`src/rtl/uart_pkg.sv`:
```
// Shared UART definitions: receiver state encoding and 16x oversampling constants.
package uart_pkg;

   typedef enum logic [2:0] {IDLE, START, DATA, PARITY, STOP} rx_state_t;

   localparam int OVERSAMPLE = 16;
   localparam int START_MID  = 7;

   function automatic int cnt_width(input int n, input int min_w);
      return ($clog2(n) < min_w) ? min_w : $clog2(n);
   endfunction

endpackage

```
`src/rtl/sync_2ff.sv`:
```
// Two-flop synchroniser for one async bit; 2-clk latency, no backpressure.
module sync_2ff #(
   parameter logic RST_VAL = 1'b1
) (
   input  logic clk,
   input  logic reset_n,
   input  logic i_d,
   output logic o_q
);

   logic r_meta;
   logic r_sync;

   always_ff @(posedge clk or negedge reset_n) begin
      if (!reset_n) begin
         r_meta <= RST_VAL;
         r_sync <= RST_VAL;
      end else begin
         r_meta <= i_d;
         r_sync <= r_meta;
      end
   end

   assign o_q = r_sync;

endmodule

```
`src/rtl/uart_rx.sv`:
```
// UART receiver, 16x oversampled, LSB first, optional even parity; rx_done_tick one clk after the
// s_tick ending the stop interval. No backpressure: a full downstream FIFO drops on its own side.
module uart_rx
   import uart_pkg::*;
#(
   parameter int DATA_BITS = 8,
   parameter int SB_TICK   = 16,
   parameter int PARITY_EN = 0
) (
   input  logic                 clk,
   input  logic                 reset_n,
   input  logic                 rx,
   input  logic                 s_tick,
   output logic                 rx_done_tick,
   output logic [DATA_BITS-1:0] dout,
   output logic                 frame_err,
   output logic                 parity_err
);

   localparam int SW = cnt_width(SB_TICK, 4);
   localparam int NW = cnt_width(DATA_BITS, 1);
   localparam logic [SW-1:0] S_MID      = SW'(START_MID);
   localparam logic [SW-1:0] S_BIT_END  = SW'(OVERSAMPLE - 1);
   localparam logic [SW-1:0] S_STOP_END = SW'(SB_TICK - 1);
   localparam logic [NW-1:0] N_LAST     = NW'(DATA_BITS - 1);

   logic                 w_rx_s;
   rx_state_t            r_state, w_state_nxt;
   logic [SW-1:0]        r_s_cnt, w_s_cnt_nxt;
   logic [NW-1:0]        r_n_cnt, w_n_cnt_nxt;
   logic [DATA_BITS-1:0] r_b, w_b_nxt;
   logic                 r_p_bad, w_p_bad_nxt;
   logic                 r_stop, w_stop_nxt;
   logic                 r_armed, w_armed_nxt;
   logic                 r_done, w_done_nxt;
   logic [DATA_BITS-1:0] r_dout, w_dout_nxt;
   logic                 r_fe, w_fe_nxt;
   logic                 r_pe, w_pe_nxt;
   logic                 w_stop_bit;

   sync_2ff #(.RST_VAL(1'b1)) u_sync (
      .clk     (clk),
      .reset_n (reset_n),
      .i_d     (rx),
      .o_q     (w_rx_s)
   );

   always_ff @(posedge clk or negedge reset_n) begin
      if (!reset_n) begin
         r_state <= IDLE;
         r_s_cnt <= '0;
         r_n_cnt <= '0;
         r_b     <= '0;
         r_p_bad <= 1'b0;
         r_stop  <= 1'b1;
         r_armed <= 1'b1;
         r_done  <= 1'b0;
         r_dout  <= '0;
         r_fe    <= 1'b0;
         r_pe    <= 1'b0;
      end else begin
         r_state <= w_state_nxt;
         r_s_cnt <= w_s_cnt_nxt;
         r_n_cnt <= w_n_cnt_nxt;
         r_b     <= w_b_nxt;
         r_p_bad <= w_p_bad_nxt;
         r_stop  <= w_stop_nxt;
         r_armed <= w_armed_nxt;
         r_done  <= w_done_nxt;
         r_dout  <= w_dout_nxt;
         r_fe    <= w_fe_nxt;
         r_pe    <= w_pe_nxt;
      end
   end

   always_comb begin
      w_state_nxt = r_state;
      w_s_cnt_nxt = r_s_cnt;
      w_n_cnt_nxt = r_n_cnt;
      w_b_nxt     = r_b;
      w_p_bad_nxt = r_p_bad;
      w_stop_nxt  = r_stop;
      w_armed_nxt = r_armed;
      w_done_nxt  = 1'b0;
      w_dout_nxt  = r_dout;
      w_fe_nxt    = r_fe;
      w_pe_nxt    = r_pe;
      // With a 16-tick stop interval the stop sample and frame end share one tick.
      w_stop_bit  = (r_s_cnt == S_BIT_END) ? w_rx_s : r_stop;
      case (r_state)
         IDLE: begin
            if (r_armed && !w_rx_s) begin
               w_state_nxt = START;
               w_s_cnt_nxt = '0;
            end else if (!r_armed && w_rx_s) begin
               w_armed_nxt = 1'b1;
            end
         end
         START: begin
            if (s_tick) begin
               if (r_s_cnt == S_MID) begin
                  w_state_nxt = w_rx_s ? IDLE : DATA;
                  w_s_cnt_nxt = '0;
                  w_n_cnt_nxt = '0;
               end else begin
                  w_s_cnt_nxt = r_s_cnt + SW'(1);
               end
            end
         end
         DATA: begin
            if (s_tick) begin
               if (r_s_cnt == S_BIT_END) begin
                  w_s_cnt_nxt = '0;
                  w_b_nxt     = {w_rx_s, r_b[DATA_BITS-1:1]};
                  if (r_n_cnt == N_LAST) begin
                     w_state_nxt = (PARITY_EN != 0) ? PARITY : STOP;
                  end else begin
                     w_n_cnt_nxt = r_n_cnt + NW'(1);
                  end
               end else begin
                  w_s_cnt_nxt = r_s_cnt + SW'(1);
               end
            end
         end
         PARITY: begin
            if (s_tick) begin
               if (r_s_cnt == S_BIT_END) begin
                  w_p_bad_nxt = w_rx_s ^ (^r_b);
                  w_s_cnt_nxt = '0;
                  w_state_nxt = STOP;
               end else begin
                  w_s_cnt_nxt = r_s_cnt + SW'(1);
               end
            end
         end
         STOP: begin
            if (s_tick) begin
               if (r_s_cnt == S_BIT_END) begin
                  w_stop_nxt = w_rx_s;
               end
               if (r_s_cnt == S_STOP_END) begin
                  w_done_nxt  = 1'b1;
                  w_dout_nxt  = r_b;
                  w_fe_nxt    = ~w_stop_bit;
                  w_pe_nxt    = (PARITY_EN != 0) ? r_p_bad : 1'b0;
                  // A low line (break) must go high again before the next start is trusted.
                  w_armed_nxt = w_stop_bit;
                  w_s_cnt_nxt = '0;
                  w_state_nxt = IDLE;
               end else begin
                  w_s_cnt_nxt = r_s_cnt + SW'(1);
               end
            end
         end
         default: begin
            w_state_nxt = IDLE;
         end
      endcase
   end

   assign rx_done_tick = r_done;
   assign dout         = r_dout;
   assign frame_err    = r_fe;
   assign parity_err   = r_pe;

endmodule
```
`config.mk`:
```
export PLATFORM = sky130hd
export DESIGN_NAME = uart_rx
export DESIGN_NICKNAME = d
export VERILOG_FILES = /design/src/rtl/uart_pkg.sv /design/src/rtl/sync_2ff.sv /design/src/rtl/uart_rx.sv
export SDC_FILE = /design/constraint.sdc
export NUM_CORES = 1
export LEC_CHECK = 0
export CAP_MARGIN = 20
export CORE_MARGIN = 2
export CORE_UTILIZATION = 28
export CTS_CLUSTER_SIZE = 24
export DETAILED_ROUTE_END_ITERATION = 6
export DONT_BUFFER_PORTS = 1
export GPL_ROUTABILITY_DRIVEN = 0
export PLACE_DENSITY = 0.53
export SYNTH_ARGS = -nofsm -noshare
export SYNTH_HDL_FRONTEND = slang
export SYNTH_HIERARCHICAL = 1
export SYNTH_SLANG_ARGS = --single-unit
export TNS_END_PERCENT = 30
```
`constraint.sdc`:
```
create_clock -name clk -period 2.45 [get_ports clk]
set_clock_uncertainty 0.15 [all_clocks]
set_input_delay 0.3675 -clock clk [delete_from_list [all_inputs] [get_ports clk]]
set_output_delay 0.3675 -clock clk [all_outputs]
set_load 0.005 [all_outputs]
```
After elaboration in Yosys (flattened, before gate mapping)
Cells that the tools add are included.
{ "totals": {"reg_bits": 32, "output_inout_bits": 11, "elab_cells": 84} }
{ "op_classes": {"addsub": 2, "n_eq_ne": 21, "mux": 33, "n_bitwise": 1, "reduce_logical": 16} }
{ "ops": {"columns": ["op", "count"], "rows": [
  ["3-bit 2-to-1 mux", 15],
  ["2-bit != test, second input constant", 13],
  ["4-bit 2-to-1 mux", 5],
  ["3-bit case mux with 5 select lines", 1],
  ["4-bit case mux with 3 select lines", 1],
  ["10-bit AND reduction", 1],
  ["1-bit 2-to-1 mux", 8],
  ["3-bit by 2-bit equality test with 1-bit output, second input constant", 2],
  ["3-bit equality test, second input constant", 2],
  ["3-bit case mux with 2 select lines", 1],
  ["3-bit AND reduction", 2],
  ["6-bit AND reduction", 1],
  ["5-bit AND reduction", 1],
  ["4-bit by 1-bit adder with 4-bit output, second input constant", 1],
  ["4-bit by 3-bit equality test with 1-bit output, second input constant", 1],
  ["4-bit equality test, second input constant", 1],
  ["4-bit AND reduction", 1],
  ["2-bit nonzero test", 2],
  ["3-bit by 1-bit adder with 3-bit output, second input constant", 1],
  ["3-bit by 1-bit equality test with 1-bit output, second input constant", 1],
  ["3-bit zero test", 1],
  ["3-bit nonzero test", 1],
  ["3-bit OR reduction", 1],
  ["1-bit logical AND", 2],
  ["other kinds (6)", 7]
]} }

Depth between registers and ports, before layout
{ "depth": {"word_depth": 5, "mapped_depth": 6, "ltp_nobuf": 6} }

By module
Netlist, hierarchy kept.
{ "modules_own_cells": {"columns": ["module", "instances", "cells_each", "area_each_um2"], "rows": [
  ["uart_rx", 1, 121, 1463.9],
  ["sync_2ff", 1, 2, 52.6]
]} }

Worst setup path after synthesis
No wires, ideal clock.
{ "synth_path": {"kind": "reg-to-reg", "startpoint": "register r_s_cnt[0]", "endpoint": "register r_dout[3] (netlist: dout[3])", "setup_time_ps": 125, "t_arrival_ps": 1423, "slack_ps": 752, "stages_incl_launch_ff": 6, "n_path_buf": 1, "synth_period_minus_slack_ps": 1698, "cell_sequence": "dfrtp_1 -> ha_1 -> and4_4 -> nand3_4 -> buf_6 -> mux2_4"} }
{ "synth_between": {"elab_chain_len": 2} }
{ "synth_lines": {"columns": ["element", "line", "source"], "rows": [
  ["start: declaration", "uart_rx.sv:29", "logic [SW-1:0] r_s_cnt, w_s_cnt_nxt;"],
  ["start signal: assignment", "uart_rx.sv:63", "r_s_cnt <= w_s_cnt_nxt;"],
  ["4-bit equality test", "uart_rx.sv:141", "if (r_s_cnt == S_STOP_END) begin"],
  ["3-bit AND reduction (no line)", null, null],
  ["end signal: assignment", "uart_rx.sv:70", "r_dout <= w_dout_nxt;"],
  ["end: declaration", "uart_rx.sv:36", "logic [DATA_BITS-1:0] r_dout, w_dout_nxt;"]
]} }
Every way passes these cells.
A chain may end at the register's enable or synchronous reset.

Worst setup path after layout
{ "layout_path": {"startpoint": "register r_s_cnt[0]", "endpoint": "register r_n_cnt[0]"} }
{ "layout_between": {"elab_chain_len": 3} }
{ "layout_lines": {"columns": ["element", "line", "source"], "rows": [
  ["4-bit equality test / 4-bit by 3-bit equality test with 1-bit output (equally long branches)", "uart_rx.sv:112, uart_rx.sv:101", null],
  ["2-bit != test (no line)", null, null],
  ["6-bit AND reduction (no line) (*)", null, null],
  ["end signal: assignment", "uart_rx.sv:64", "r_n_cnt <= w_n_cnt_nxt;"],
  ["end: declaration", "uart_rx.sv:30", "logic [NW-1:0] r_n_cnt, w_n_cnt_nxt;"]
]} }
Mark *: on every way between the ends. The rest lies on a longest branch, timed or not.

==> flow_summary_export.csv <==
group,metric,value,unit
cts,cts_resized,0,
timing,holdWs,0.103,ns
worst_setup_path,worstPathCellList,"ha_1, and4_4, nand3_2, nor2_1, mux2_2",
worst_setup_path,cp_data_arrival_time,1.94,ns
route,drc_errors,0,
route,via_per_inst,4.69,
cts,cts.path.max_buffers,2,
logic_synthesis,netlist_instances,123,
pwr,power.switching,0.000508,W
place,dp.cells,186,
floorplanning,die_area,6020,um2
timing,worst_slack,0.583,ns
cts,cts_tree,"built",
logic_synthesis,ys_seq_area_share,53.1,%
worst_setup_path,rr_worst_depth,5,
timing,worstMarginPinSlew,0.503,ns
floorplanning,ioPinCount,15,
route,num_vias,923,
job,maxCapViolations,0,
worst_setup_path,cp-end-kind,"flip-flop",
logic_synthesis,synth_edf_count,0,
grt,grt_max_degree,33,
timing,final.min_clock_period,1.87,ns
worst_setup_path,max_stage_delay,0.39,ns
pwr,combPwrFrac,21.3,%
route,drt_iter0_markers,33,
cts,insertion_delay,0.28,ns
worst_setup_path,r2r_end,"r_n_cnt[0]",
cts,cts-buffers-inserted,5,
layout,antenna_cells,0,
route,wirelength,2.57,mm
grt,antenna_found_initial,0,
hold_path,holdPathEnd,"r_s_cnt[3]",
timing,grt_setup_unrepaired,"no",
floorplanning,start_util,29.3,%
timing,final-setup-viol-count,0,
hold_path,holdPathStages,2,
worst_setup_path,worst-setup-path-type,"reg -> reg",
pwr,peakVddDrop,0.415,mV
route,wl_per_cell,13.1,um
place,hpwlAfterDp,1.74,mm
hold_path,hold_start,"s_tick",
floorplanning,die_h,77.6,um
cts,cts.sinks,32,
pwr,seq_power_share,44.7,%
timing,slew_violations,0,
pwr,power.leakage,0.818,nW
worst_setup_path,critical_path.startpoint_type,"flip-flop",
logic_synthesis,ys_ff_latch,32,
logic_synthesis,synth.avg_cell_area,12.3,um2
layout,n_fill_cell,510,
pwr,intPower,0.00110,W
place,place_ws,0.581,ns
worst_setup_path,crit_path_top_delay_cell,"dfrtp_1",
timing,max_slew_margin,66.5,%
pwr,swShare,31.7,%
grt,grt_pass1_vias,972,
logic_synthesis,synth_cell_types,37,
cts,clk_pin_slew,0.07,ns
logic_synthesis,synthFlopType,"dfrtp_1",
worst_setup_path,cp_data_required_time,2.52,ns
route,ant_nets,0,
floorplanning,rows,26,
timing,hold_violations,0,
logic_synthesis,yosys_warnings,6,
cts,cts-root-buf,"clkbuf_8",
timing,fin_setup_tns,0,ns
timing,fin_crit_sh,76.2,%
worst_setup_path,rr_startpoint,"r_s_cnt[0]",
route,dr.pass1.iters,4,
layout,fin_nets,133,
logic_synthesis,ys_async_sr_fraction,100,%
logic_synthesis,synth_area,1520,um2
grt,gr-total-overflow,0,
timing,max_freq,0.536,GHz
grt,grt_pass1_wl,4.71,mm
place,numPortBuffers,0,
layout,stdcell_count,197,
layout,drive_gt1_share,27.6,%
worst_setup_path,reg2reg_slack,0.58,ns
cts,holdBufCountCts,3,
pwr,power_frac_clock,34.1,%
hold_path,hold_class,"in -> reg",
pwr,power.density,931,nW/um2
floorplanning,die_w,77.6,um
floorplanning,fp.coreArea,5170,um2
worst_setup_path,crit_fanout,9,
layout,final_util,33.3,%
layout,area_delta_synth_final,13.7,%
outcome,outcome,"finished, final reports clean",
cts,ctsHtreeMaxLevel,2,
grt,track_usage,10.1,%
cts,cts_setup_buffers,0,
logic_synthesis,synth_nets,130,
==> synth_stat cells, types with 2 or more instances <==
master	n	area (um2)
nor4_1	2	12.5
nor2_1	8	30.0
buf_2	4	20.0
a31oi_1	2	12.5
o21ai_0	6	30.0
a22o_1	2	17.5
mux2_4	6	90.1
ha_1	3	37.5
dfrtp_1	28	701
dfstp_2	4	105
mux2_2	12	135
and3_1	2	12.5
mux2i_1	5	50.1
buf_4	2	15.0
nand2_1	5	18.8
inv_1	6	22.5
nand3_1	4	20.0
nand4_1	3	18.8
==> critical path, delay by kind of cell (launching register included) <==
kind	cells	cell delay, ns
adders and majority gates	1	0.32
and+or+nand+nor	3	0.77
muxes	1	0.18
DFF	1	0.39
==> flip-flops by register name, summed over array words and instances (netlist names) <==
name / cells
r_n_cnt: 3
dout: 8
rx_done_tick: 1
u_sync/r_meta: 1
r_stop: 1
r_s_cnt: 4
r_armed: 1
r_b: 8
u_sync/o_q: 1
frame_err: 1
r_state: 3
==> stage by stage <==
step	power (W)	area, um2
2_1_floorplan	0.00100	1520
3_3_place_gp	0.00103	1560
3_5_place_dp	0.00105	1560
4_1_cts	0.00163	1720
5_1_grt	0.00173	1720
6_report	0.00161	1720
==> power groups by stage <==
stage | combinational, W | sequential (W) | clock [W]
after detailed placement | 0.000324 | 0.000726 | 0
final | 0.000341 | 0.000717 | 0.000547
after floorplan | 0.000361 | 0.000639 | 0
after CTS | 0.000344 | 0.000716 | 0.000570
after global routing | 0.000391 | 0.000733 | 0.000601
after global placement | 0.000314 | 0.000720 | 0
==> cell usage in the layout, fill, tap and decap left out, types with 2 or more instances in the layout <==
cell type,count
clkbuf_8,7
nand2_1,5
o21ai_0,6
dfrtp_1,28
mux2i_1,5
dfstp_2,4
nand4_1,3
a22o_1,2
ha_1,3
and3_1,2
a31oi_1,2
nor2_1,8
mux2_2,12
nand3_1,4
inv_1,6
dlygate4sd3_1,2
mux2_4,6
nor4_1,2
==> final cells by class <==
cell class,instances,area [um2],share of cell area (%)
Inverter,6,22.5,1.31
Sequential cell,32,806,46.7
Tap cell,70,87.6,5.08
Clock inverter,1,30.0,1.74
Multi-Input combinational cell,78,642,37.2
Clock buffer,7,96.3,5.59
Timing Repair Buffer,3,40.0,2.32
==> layer usage <==
metal / GRT usage [%] / share of wire (%) / vias to the layer above / wire (um)
li1: - / - / 454 / -
met1: 12.4 / 48 / 445 / 1230
met2: 14.7 / 45 / 18 / 1160
met3: 4.07 / 4.4 / 6 / 113
met4: 5.89 / 2.5 / 0 / 64
met5: 0 / 0 / - / 0
==> worst max path at each step <==
stage | from | end | depth (start not counted)
6_report | r_s_cnt[0] | r_n_cnt[0] | 5
5_1_grt | r_s_cnt[1] | r_n_cnt[0] | 5
3_5_place_dp | r_s_cnt[0] | r_n_cnt[0] | 5
2_1_floorplan | r_s_cnt[0] | dout[3] | 5
4_1_cts | r_s_cnt[0] | r_n_cnt[0] | 5
3_3_place_gp | r_s_cnt[0] | dout[6] | 4
==> cell families after synthesis <==
kind of cell | share of synthesized area, %
flip-flops | 53.1
AND/OR/NAND/NOR | 11.4
multiplexers | 18.2
AO/OA/AOI/OAI | 9.49
buffers and inverters | 4.54
adder cells (fa/ha/maj) | 2.48
other | 0.247
XOR/XNOR | 0.578
No activity file was read; power rests on OpenSTA's default activity.
